==> src/rtl/q_max_finder.sv <==
// ---------------------------------------------------------------------------
// q_max_finder
//
// Scans the Q-table row of one board state and returns the largest legal
// Q value (max_q) together with the action that holds it (best_action).
// max_q feeds the updater's gamma*max_Q term; best_action feeds the move
// selector. The Q-table RAM has a synchronous read with 1-cycle latency.
//
// Sequence: IDLE -> SCAN (N_ACTIONS cycles) -> DRAIN (1) -> DONE (1) -> IDLE.
// The scan always walks every action, so latency from start to done is
// fixed regardless of legal_mask. Illegal cells never issue a RAM read.
//
// Handshake: start is sampled only in IDLE; a start seen in any other state
// is dropped, not queued. busy is high from the cycle after start is
// accepted through the done cycle. done is a one-cycle pulse; max_q,
// best_action and no_legal are valid from that cycle and hold until the
// next done or reset.
//
// Ports:
//   clk          in   system clock, rising edge
//   rst          in   asynchronous, active-high reset
//   start        in   request a scan (sampled in IDLE only)
//   state_idx    in   board state to scan, captured with start
//   legal_mask   in   bit k=1 -> action k legal, captured with start
//   busy         out  scan in progress
//   done         out  one-cycle completion pulse
//   q_rd_en      out  Q-table read strobe
//   q_rd_state   out  Q-table read row (captured state_idx)
//   q_rd_action  out  Q-table read column (action counter)
//   q_rd_data    in   Q-table data, valid the cycle after q_rd_en
//   max_q        out  largest legal Q value, signed
//   best_action  out  action holding max_q (4'hF when no legal action)
//   no_legal     out  captured legal_mask was all zero
// ---------------------------------------------------------------------------
module q_max_finder #(
    parameter int Q_WIDTH   = 16,
    parameter int STATE_W   = 15,
    parameter int N_ACTIONS = 9
) (
    input  logic               clk,
    input  logic               rst,
    input  logic               start,
    input  logic [STATE_W-1:0] state_idx,
    input  logic [N_ACTIONS-1:0] legal_mask,
    output logic               busy,
    output logic               done,
    output logic               q_rd_en,
    output logic [STATE_W-1:0] q_rd_state,
    output logic [3:0]         q_rd_action,
    input  logic [Q_WIDTH-1:0] q_rd_data,
    output logic [Q_WIDTH-1:0] max_q,
    output logic [3:0]         best_action,
    output logic               no_legal
);

    localparam logic [3:0] K_LAST      = 4'(N_ACTIONS - 1);
    localparam logic [3:0] ACTION_NONE = 4'hF;

    typedef enum logic [1:0] {
        S_IDLE  = 2'd0,
        S_SCAN  = 2'd1,
        S_DRAIN = 2'd2,
        S_DONE  = 2'd3
    } state_t;

    state_t state;
    state_t state_nxt;

    // Captured request
    logic [STATE_W-1:0]   state_r;
    logic [N_ACTIONS-1:0] mask_r;

    // Action counter, walks 0..N_ACTIONS-1 during SCAN, parked at 0 otherwise
    logic [3:0] k;

    // Read strobe/action delayed by the RAM latency so they line up with data
    logic       rd_vld_d;
    logic [3:0] rd_act_d;

    // Running maximum of the samples returned so far in this scan
    logic signed [Q_WIDTH-1:0] run_max;
    logic [3:0]                run_act;
    logic                      run_vld;

    // Next value of the running maximum, including this cycle's sample
    logic                      take_sample;
    logic signed [Q_WIDTH-1:0] upd_max;
    logic [3:0]                upd_act;

    // Result registers
    logic [Q_WIDTH-1:0] max_q_r;
    logic [3:0]         best_act_r;
    logic               no_legal_r;

    // -----------------------------------------------------------------------
    // FSM state register
    // -----------------------------------------------------------------------
    always_ff @(posedge clk or posedge rst) begin
        if (rst) begin
            state <= S_IDLE;
        end else begin
            state <= state_nxt;
        end
    end

    // -----------------------------------------------------------------------
    // FSM next state and control outputs
    // -----------------------------------------------------------------------
    always_comb begin
        state_nxt = state;
        busy      = 1'b0;
        done      = 1'b0;
        q_rd_en   = 1'b0;
        case (state)
            S_IDLE: begin
                if (start) begin
                    state_nxt = S_SCAN;
                end
            end
            S_SCAN: begin
                busy    = 1'b1;
                q_rd_en = mask_r[k];
                if (k == K_LAST) begin
                    state_nxt = S_DRAIN;
                end
            end
            S_DRAIN: begin
                busy      = 1'b1;
                state_nxt = S_DONE;
            end
            S_DONE: begin
                busy      = 1'b1;
                done      = 1'b1;
                state_nxt = S_IDLE;
            end
            default: begin
                state_nxt = S_IDLE;
            end
        endcase
    end

    // -----------------------------------------------------------------------
    // Compare: a returned sample replaces the running max when no max is held
    // yet or it is strictly greater (signed). Strict '>' keeps the lower
    // action on ties because actions arrive in ascending order.
    // -----------------------------------------------------------------------
    always_comb begin
        take_sample = rd_vld_d && (!run_vld || ($signed(q_rd_data) > run_max));
        upd_max     = run_max;
        upd_act     = run_act;
        if (take_sample) begin
            upd_max = $signed(q_rd_data);
            upd_act = rd_act_d;
        end
    end

    // -----------------------------------------------------------------------
    // Datapath registers
    // -----------------------------------------------------------------------
    always_ff @(posedge clk or posedge rst) begin
        if (rst) begin
            state_r    <= '0;
            mask_r     <= '0;
            k          <= '0;
            rd_vld_d   <= 1'b0;
            rd_act_d   <= '0;
            run_max    <= '0;
            run_act    <= '0;
            run_vld    <= 1'b0;
            max_q_r    <= '0;
            best_act_r <= '0;
            no_legal_r <= 1'b0;
        end else begin
            rd_vld_d <= q_rd_en;
            rd_act_d <= k;

            case (state)
                S_IDLE: begin
                    if (start) begin
                        state_r <= state_idx;
                        mask_r  <= legal_mask;
                        k       <= '0;
                        run_vld <= 1'b0;
                    end
                end
                S_SCAN: begin
                    k <= (k == K_LAST) ? 4'd0 : k + 4'd1;
                    if (take_sample) begin
                        run_max <= upd_max;
                        run_act <= upd_act;
                        run_vld <= 1'b1;
                    end
                end
                S_DRAIN: begin
                    // The last action's sample arrives in this cycle, so the
                    // results are loaded from the updated max, not run_max.
                    if (take_sample) begin
                        run_max <= upd_max;
                        run_act <= upd_act;
                        run_vld <= 1'b1;
                    end
                    if (mask_r == '0) begin
                        max_q_r    <= '0;
                        best_act_r <= ACTION_NONE;
                        no_legal_r <= 1'b1;
                    end else begin
                        max_q_r    <= upd_max;
                        best_act_r <= upd_act;
                        no_legal_r <= 1'b0;
                    end
                end
                default: begin
                end
            endcase
        end
    end

    assign q_rd_state  = state_r;
    assign q_rd_action = k;
    assign max_q       = max_q_r;
    assign best_action = best_act_r;
    assign no_legal    = no_legal_r;

endmodule

==> config.mk <==
export PLATFORM = sky130hd
export DESIGN_NAME = q_max_finder
export DESIGN_NICKNAME = d
export VERILOG_FILES = /design/src/rtl/q_max_finder.sv
export SDC_FILE = /design/constraint.sdc
export NUM_CORES = 1
export LEC_CHECK = 0
export BUFFER_PORTS_ARGS = -buffer_cell sky130_fd_sc_hd__buf_2
export CAP_MARGIN = 40
export CORE_MARGIN = 2
export CORE_UTILIZATION = 40
export CTS_CLUSTER_DIAMETER = 40
export DETAILED_ROUTE_END_ITERATION = 8
export HOLD_SLACK_MARGIN = 0.05
export PLACE_DENSITY_LB_ADDON = 0.2
export SLEW_MARGIN = 20
export SYNTH_ARGS = -nofsm -noshare
export SYNTH_HDL_FRONTEND = slang
export SYNTH_SLANG_ARGS = --single-unit
==> constraint.sdc <==
create_clock -name clk -period 5.27 [get_ports clk]
set_input_delay 0.2635 -clock clk [delete_from_list [all_inputs] [get_ports clk]]
set_output_delay 0.2635 -clock clk [all_outputs]
set_load 0.03 [all_outputs]
==> run_results.csv, run 1 <==
group,metric,value,unit
detailed_routing,num_vias,2854,
grt,grt_pass1_vias,2880,
grt,grt_use_met2,28.07,%
setup_path,cp_common_cell,"inv_1",
cells_and_area,final_cell_mix,"buf_2 (85), dfrtp_1 (77), inv_1 (25)",
outcome,status,"finished clean",
detailed_routing,viasPerCell,5.275,
sta,fmax,285.9,MHz
detailed_routing,drc,0,
hold_path,hp-class,"input pin to flip-flop",
die,rows,36,
detailed_routing,firstDrtPassIters,4,
synth,syn_area,3924,sq um
setup_path,cp_max_fo,34,
cells_and_area,num-nets-final,469,
setup_path,cp-end-kind,"flip-flop",
cts,cts.htree.levels,3,
cts,cts_resized,0,
detailed_routing,drt_wl_total,8414,um
synth,synthFlopType,"dfrtp_1",
sta,maxSlewHeadroom,51.43,%
sta,skew,0.01141,ns
grt,use_met3,3.864,%
cells_and_area,fillCellCount,933,
placement,hpwl,5912,um
placement,io_buffers,85,
cells_and_area,multiInputGateArea,1819,sq um
detailed_routing,ant_nets,0,
sta,tightest_slew,0.7277,ns
setup_path,path_cells,"inv_1 > ha_1 > clkinv_1 > a31oi_2 > buf_4 > inv_1 > or4b_2 > nand3b_1",
run,maxCapViolations,0,
cells_and_area,fin_util,49.35,%
sta,fin_tns_setup,0,ns
synth,synth_cells,317,
cts,cts_buffer_depth,2,
setup_path,cp-start-kind,"flip-flop",
synth,async_reset_ff_share,100.0,%
cts,numCtsBuffers,9,
power,cellLeakagePower,2.299,nW
grt,grt_pass1_wl,14170,um
setup_path,crit_family,"buffers and inverters",
grt,use_met1,22.70,%
cts,clock_latency,0.34,ns
placement,dp_cells,523,
synth,yosys_warnings,0,
sta,final_hold_viol_count,0,
die,coreArea,9639,sq um
sta,setup_violations,0,
synth,avgSynthCellArea,12.38,sq um
setup_path,worstPathBufferInverterCount,4,
sta,slew_violations,0,
sta,fin_ws,1.772,ns
sta,fin_crit_sh,66.38,%
die,io_pins,86,
grt,antenna_found_initial,0,
grt,grt_max_degree,64,
cts,cts_root_buf,"clkbuf_8",
die,die_w,103.0,um
cells_and_area,syn_to_final_growth,21.24,%
cells_and_area,antennaDiodeCount,0,
synth,ys_ff_latch,77,
synth,syn-num-nets,383,
cts,cts_tree,"yes",
cells_and_area,drive_gt1_share,39.71,%
synth,synth.distinct_cells,41,
setup_path,cp.arrival,3.78,ns
synth,yosysSeqAreaShare,49.11,%
detailed_routing,wl_per_cell,15.55,um
cells_and_area,seqCellArea,1927,sq um
die,start_util,40.71,%
sta,rsz0062_at_grt,"no",
setup_path,worstSetupPathType,"flip-flop to flip-flop",
power,peakVddDrop,0.3620,mV
die,die_area,10620,sq um
cells_and_area,layout_commonest_cell,"buf_2",
grt,overflow,0,
placement,place_congestion,0.7544,
cells_and_area,final_cells,541,
grt,busiest_layer,"met2",
placement,place_ws,1.768,ns
detailed_routing,drt_iter0_markers,68,
synth,synth_edf_count,0,
sta,period_minus_slack,3.498,ns
setup_path,cp_slowest_cell,"or4b_2",
setup_path,slowest_delay,0.75,ns
power,powerDensity,661.0,nW/um^2
die,die_h,103.0,um
cts,clk_pin_slew_worst_paths,0.08,ns
cts,cts.sink_count,77,
grt,track_usage,17.15,%
setup_path,worstPathRequired,5.55,ns
-- per-stage QoR --
stage / power, mW / hold slack (ns) / cell area (sq um)
global route: 3.399 / 0.1316 / 4757
floorplan: 2.274 / 0.4120 / 3924
global placement: 2.647 / 0.2000 / 4478
finish: 3.144 / 0.1421 / 4757
detailed placement: 2.691 / 0.2041 / 4504
CTS: 3.194 / 0.1212 / 4730
-- cell families (layout without fill, tap and decap cells) --
logic type / Yosys count / count (layout) / synth area share, %
AO/OA/AOI/OAI: 66 / 66 / 14.06
flip-flops: 77 / 77 / 49.11
multiplexers: 47 / 47 / 15.94
adder cells (fa/ha/maj): 23 / 23 / 7.334
buffers and inverters: 46 / 137 / 4.910
AND/OR/NAND/NOR: 58 / 58 / 8.641
-- where the power goes --
part / switching (mW) / total (mW) / internal (mW) / leakage [nW]
Clock: 0.216 / 0.483 / 0.267 / 0.110
Combinational: 0.916 / 1.62 / 0.701 / 1.25
Sequential: 0.171 / 1.04 / 0.874 / 0.938
Total: 1.30 / 3.14 / 1.84 / 2.30
-- area by class of cell --
| type | count | share of cell area, % |
|---|---|---|
| Multi-Input combinational cell | 194 | 38.24 |
| Timing Repair Buffer | 94 | 11.07 |
| Tap cell | 133 | 3.498 |
| Inverter | 27 | 2.157 |
| Clock inverter | 6 | 1.841 |
| Clock buffer | 10 | 2.683 |
| Sequential cell | 77 | 40.51 |
-- worst reg2reg max path: cells and delay by family (launching register included) --
kind	cells	cell delay [ns]
buf+inv	4	1.48
compound gates	1	0.35
simple gates	2	0.86
fa+ha+maj	1	0.34
flops	1	0.42
-- path summary, 6_finish.rpt --
check / endpoint / slack, ns / startpoint / cells after the start
min reg2reg: rd_act_d[3] / 0.48 / q_rd_action[3] / 0
min: mask_r[4] / 0.14 / legal_mask[4] / 2
max: max_q[0] / 1.77 / state[0] / 8
max reg2reg: max_q[0] / 1.77 / state[0] / 8
min in group asynchronous: q_rd_state[7] / 0.39 / rst / 3
max in group asynchronous: run_max[0] / 4.12 / rst / 5
-- per-layer routing --
layer	part of all wire, %	vias up
met5	0	-
met4	1.4	0
met3	5.2	11
met2	48	82
met1	45	1387
li1	-	1374
-- cells in the mapped netlist, types with 5 or more instances --
| master | n | share of area, % |
|---|---|---|
| nand2_1 | 12 | 1.1 |
| clkbuf_1 | 12 | 1.1 |
| dfrtp_1 | 77 | 49 |
| nor2_1 | 6 | 0.57 |
| a311o_1 | 15 | 3.8 |
| o32a_1 | 5 | 1.3 |
| mux2_4 | 20 | 7.7 |
| o21ai_0 | 6 | 0.77 |
| a32o_1 | 17 | 4.3 |
| a21oi_1 | 10 | 1.3 |
| ha_1 | 23 | 7.3 |
| nor4_1 | 16 | 2.6 |
| mux2_2 | 24 | 6.9 |
| inv_1 | 26 | 2.5 |
-- timing repair --
action | CTS | global route
hold buffers | 1 | 0
endpoints found under the setup margin | 0 | 0
hold endpoints to repair | 14 | 0
buffers inserted | 0 | 0
-- flip-flops by register name, summed over array words and instances (netlist names), 2 cells and up --
register,count
best_action,4
mask_r,9
max_q,16
q_rd_action,4
q_rd_state,15
rd_act_d,4
run_act,4
run_max,16
state,2
No activity file was read; power rests on OpenSTA's default activity.
==> run 2, diff against run 1 <==
clock period = 3.1 ns   (was 5.27 ns; I/O delays follow)
==> run 2 against run 1 <==
Effect of this change:
- combinational power rose by 73%
- largest cell class unchanged
- via count rose by 2.9%
- global-route usage rose by 0.80 points
- highest routed layer unchanged
- register-to-register slack got worse by 1.5 ns
- final cell count rose by 5.2%
==> run_results.csv, run 2 (same netlist as run 1, synthesis figures left out) <==
group,metric,value,unit
cts,cts_resized,0,
placement,place_ws,0.2433,ns
grt,track_usage,17.96,%
setup_path,cp.arrival,3.09,ns
cells_and_area,num-nets-final,498,
die,coreArea,9639,sq um
detailed_routing,drt_wl_total,8559,um
sta,fin_crit_sh,92.30,%
sta,slew_violations,0,
detailed_routing,wl_met1,3914,um
die,die_h,103.0,um
placement,place_congestion,0.7248,
hold_path,hp-class,"input pin to flip-flop",
cts,clock_latency,0.35,ns
cells_and_area,fin_util,51.86,%
die,die_area,10620,sq um
sta,final_hold_viol_count,0,
sta,fin_tns_setup,0,ns
grt,grt_pass1_wl,14770,um
placement,io_buffers,85,
detailed_routing,num_vias,2937,
cells_and_area,layout_commonest_cell,"buf_2",
sta,maxSlewHeadroom,63.11,%
grt,antenna_found_initial,0,
cts,cts_tree,"yes",
cells_and_area,seqCellArea,1927,sq um
detailed_routing,ant_nets,0,
cts,cts_root_buf,"clkbuf_8",
placement,placed_area,4583,sq um
cts,numCtsBuffers,9,
cts,cts.sink_count,77,
detailed_routing,firstDrtPassIters,5,
detailed_routing,viasPerCell,5.162,
power,cellLeakagePower,2.405,nW
setup_path,cp-start-kind,"flip-flop",
cts,cts.htree.levels,3,
die,rows,36,
die,io_pins,86,
placement,hpwl,6063,um
die,die_w,103.0,um
setup_path,cp_max_fo,11,
sta,period_minus_slack,2.861,ns
detailed_routing,met2_length,4155,um
cells_and_area,antennaDiodeCount,0,
sta,hold_ws,0.09744,ns
power,powerDensity,1050,nW/um^2
sta,skew,0.01212,ns
outcome,status,"finished clean",
sta,rsz0062_at_grt,"no",
setup_path,cp-end-kind,"flip-flop",
setup_path,worstSetupPathType,"flip-flop to flip-flop",
sta,setup_violations,0,
cells_and_area,drive_gt1_share,38.30,%
cts,postCtsSetupBuffers,0,
sta,fmax,349.5,MHz
power,peakVddDrop,0.4815,mV
cells_and_area,syn_to_final_growth,27.39,%
grt,grt_max_degree,38,
detailed_routing,top_layer_used,"met4",
cells_and_area,final_area,4999,sq um
sta,fin_ws,0.2387,ns
setup_path,worstPathRequired,3.33,ns
cts,postCtsHoldBufs,25,
grt,overflow,0,
sta,tightest_slew,0.5461,ns
die,start_util,40.71,%
cells_and_area,final_cell_mix,"buf_2 (85), dfrtp_1 (77), inv_1 (25), dlygate4sd3_1 (25), mux2_2 (24)",
run,maxCapViolations,0,
cts,cts_buffer_depth,2,
detailed_routing,drt_iter0_markers,89,
cells_and_area,multiInputGateArea,1819,sq um
detailed_routing,wl_met3,397,um
detailed_routing,drc,0,
grt,grt_pass1_vias,3036,
detailed_routing,wl_per_cell,15.04,um
cts,clk_pin_slew_worst_paths,0.08,ns
cells_and_area,fillCellCount,898,
==> run 2: cell types whose count changed in the layout (fill, tap and decap cells not counted) <==
cell,change
buf_12,+2
buf_4,+5
buf_6,-1
buf_8,-1
bufinv_16,-2
clkbuf_1,-1
clkbuf_8,+1
clkinv_2,+2
clkinv_4,-2
clkinvlp_4,+1
dlygate4sd3_1,+24
==> run 2: layer usage <==
layer  vias up  GRT usage (%)
met2        70          30.32
li1       1421              -
met4         0          5.668
met3         8          4.068
met1      1438          22.97
met5         -              0
==> run 2: worst max-delay path: stages, from the launching register on <==
cell and delay (ns):
dfrtp_1 0.35, inv_1 0.06, ha_1 0.32, nand4_2 0.13, or3_4 0.41, or4_4 0.49
and3_1 0.18, o31a_1 0.28, buf_4 0.21, mux2_4 0.31
==> run 2: final cells by class <==
cell class	instances	area share [%]
multi-input cells	194	36.40
clock inverters	5	0.5507
flip-flops and latches	77	38.55
inverters	27	2.053
clock buffers	10	2.753
repair buffers	123	16.37
well taps	133	3.329
==> run 2: stage by stage <==
step                      power, mW  std cells
after floorplan               3.867        317
after global placement        4.533        527
after detailed placement      4.618        529
after CTS                     5.327        569
after global routing          5.680        569
final                         5.248        569
==> run 2: worst paths after layout <==
kind                              start          to  slack, ns  depth (start not counted)
hold reg to reg             rd_act_d[0]  run_act[0]       0.50                          1
setup / recovery            run_max[15]  run_max[9]       0.24                          9
setup reg to reg            run_max[15]  run_max[9]       0.24                          9
min in group asynchronous           rst    max_q[2]       0.27                          3
hold / removal             q_rd_data[3]  run_max[3]        0.1                          2
max in group asynchronous           rst   mask_r[2]       2.08                          5
==> run 2: power by group <==
| part | total [mW] | switching, mW | internal (mW) | leakage [nW] |
|---|---|---|---|---|
| clock | 0.661 | 0.358 | 0.302 | 0.0877 |
| sequential | 1.78 | 0.290 | 1.49 | 0.938 |
| combinational | 2.81 | 1.56 | 1.25 | 1.38 |
| total | 5.25 | 2.21 | 3.04 | 2.40 |
==> run 3, diff against run 2 <==
SETUP_SLACK_MARGIN = 0.4   (was not set)
==> run 3 against run 2 <==
Effect of this change:
- sequential cell count stayed put
- first-iteration DRC count is 22% lower
- setup slack better by 0.11 ns
- critical endpoint is now run_max[6]
- highest routed layer unchanged
==> run_results.csv, run 3 (same netlist as run 1, synthesis figures left out) <==
group,metric,value,unit
placement,place_ws,0.2757,ns
cells_and_area,num-nets-final,507,
cts,clock_latency,0.35,ns
sta,rsz0062_at_grt,"yes",
cells_and_area,seqCellArea,1927,sq um
hold_path,hp-class,"input pin to flip-flop",
cts,cts_tree,"yes",
grt,antenna_found_initial,0,
die,die_w,103.0,um
power,peakVddDrop,0.6110,mV
cells_and_area,final_cell_mix,"buf_2 (85), dfrtp_1 (77), dlygate4sd3_1 (25)",
grt,grt_pass1_wl,14640,um
cts,clk_pin_slew_worst_paths,0.08,ns
detailed_routing,num_vias,2995,
die,start_util,40.71,%
grt,grt_max_degree,37,
outcome,status,"finished clean",
cells_and_area,multiInputGateArea,1921,sq um
cts,cts_buffer_depth,2,
die,die_h,103.0,um
setup_path,cp-start-kind,"flip-flop",
detailed_routing,drt_iter0_markers,69,
sta,fmax,363.6,MHz
cts,cts.htree.levels,3,
placement,hpwl,5829,um
sta,final_hold_viol_count,0,
cells_and_area,layout_commonest_cell,"buf_2",
sta,period_minus_slack,2.750,ns
setup_path,worstPathRequired,3.33,ns
cells_and_area,drive_gt1_share,42.15,%
cells_and_area,final_area,5201,sq um
sta,maxSlewHeadroom,66.09,%
power,p_total,5.512,mW
die,coreArea,9639,sq um
detailed_routing,ant_nets,0,
placement,placed_area,4562,sq um
sta,setup_violations,0,
cells_and_area,fillCellCount,902,
sta,skew,0.009984,ns
grt,overflow,0,
die,rows,36,
detailed_routing,wl_per_cell,15.71,um
detailed_routing,drc,0,
detailed_routing,firstDrtPassIters,4,
run,maxCapViolations,0,
cells_and_area,fin_util,53.96,%
sta,fin_crit_sh,88.73,%
power,cellLeakagePower,2.451,nW
cts,numCtsBuffers,9,
setup_path,cp_max_fo,5,
detailed_routing,drt_wl_total,9097,um
sta,fin_ws,0.3495,ns
setup_path,cp.arrival,2.98,ns
placement,io_buffers,85,
die,io_pins,86,
cells_and_area,final_cells,579,
die,die_area,10620,sq um
placement,place_congestion,0.7640,
setup_path,cp-end-kind,"flip-flop",
placement,dp_cells,528,
cts,cts.sink_count,77,
sta,fin_tns_setup,0,ns
sta,hold_ws,0.08638,ns
sta,tightest_slew,0.5074,ns
setup_path,worstSetupPathType,"flip-flop to flip-flop",
cts,cts_root_buf,"clkbuf_8",
grt,track_usage,17.89,%
grt,grt_pass1_vias,2975,
detailed_routing,viasPerCell,5.173,
cells_and_area,antennaDiodeCount,0,
power,powerDensity,1060,nW/um^2
sta,slew_violations,0,
cells_and_area,syn_to_final_growth,32.56,%
run 3: cell types whose count changed in the layout (fill, tap and decap cells not counted), moves of 4 or more:
cell | before | now
buf_6 | 0 | 6
clkinv_2 | 5 | 1
ha_1 | 23 | 18
ha_4 | 0 | 5
inv_1 | 25 | 21
inv_2 | 0 | 5
run 3: final timing paths:
check | startpoint | endpoint | slack (ns) | cells past startpoint
max reg2reg | run_max[15] | run_max[6] | 0.35 | 9
min reg2reg | q_rd_action[3] | rd_act_d[3] | 0.49 | 0
max in group asynchronous | rst | mask_r[8] | 2.16 | 5
max | run_max[15] | run_max[6] | 0.35 | 9
min in group asynchronous | rst | max_q[2] | 0.23 | 3
min | q_rd_data[3] | run_max[3] | 0.09 | 2
run 3: per-layer routing:
metal / wire length (um) / track usage [%] / vias to the layer above
met3: 415 / 4.814 / 13
met1: 4054 / 23.33 / 1457
met2: 4528 / 29.47 / 77
met4: 98 / 4.858 / 0
met5: 0 / 0 / -
li1: - / - / 1448
run 3: timing repair:
| action | CTS | global route |
|---|---|---|
| cloned | 2 | 1 |
| hold endpoints to repair | 58 | 0 |
| hold buffers | 25 | 0 |
| endpoints found under the setup margin | 34 | 40 |
| buffers inserted | 2 | 4 |
| pin swaps | 3 | 9 |
| resized for setup | 16 | 8 |
run 3: cell type report:
| type | instances | area share [%] |
|---|---|---|
| Clock inverter | 5 | 0.6976 |
| Sequential cell | 77 | 37.05 |
| Multi-Input combinational cell | 194 | 36.93 |
| Inverter | 27 | 1.949 |
| Tap cell | 133 | 3.199 |
| Clock buffer | 11 | 2.718 |
| Timing Repair Buffer | 132 | 17.46 |
run 3: critical path: stages, from the launching register on:
cell and delay [ns]:
dfrtp_1 0.36, inv_2 0.06, ha_4 0.28, nand4_4 0.11, or3_4 0.40, or4_4 0.43, and3_4 0.16, o31a_1 0.37
buf_6 0.18, mux2_4 0.29
run 3: power by group:
| group | switching, mW | internal (mW) |
|---|---|---|
| registers | 0.304 | 1.49 |
| clock network | 0.379 | 0.313 |
| logic | 1.65 | 1.38 |
| total | 2.33 | 3.18 |
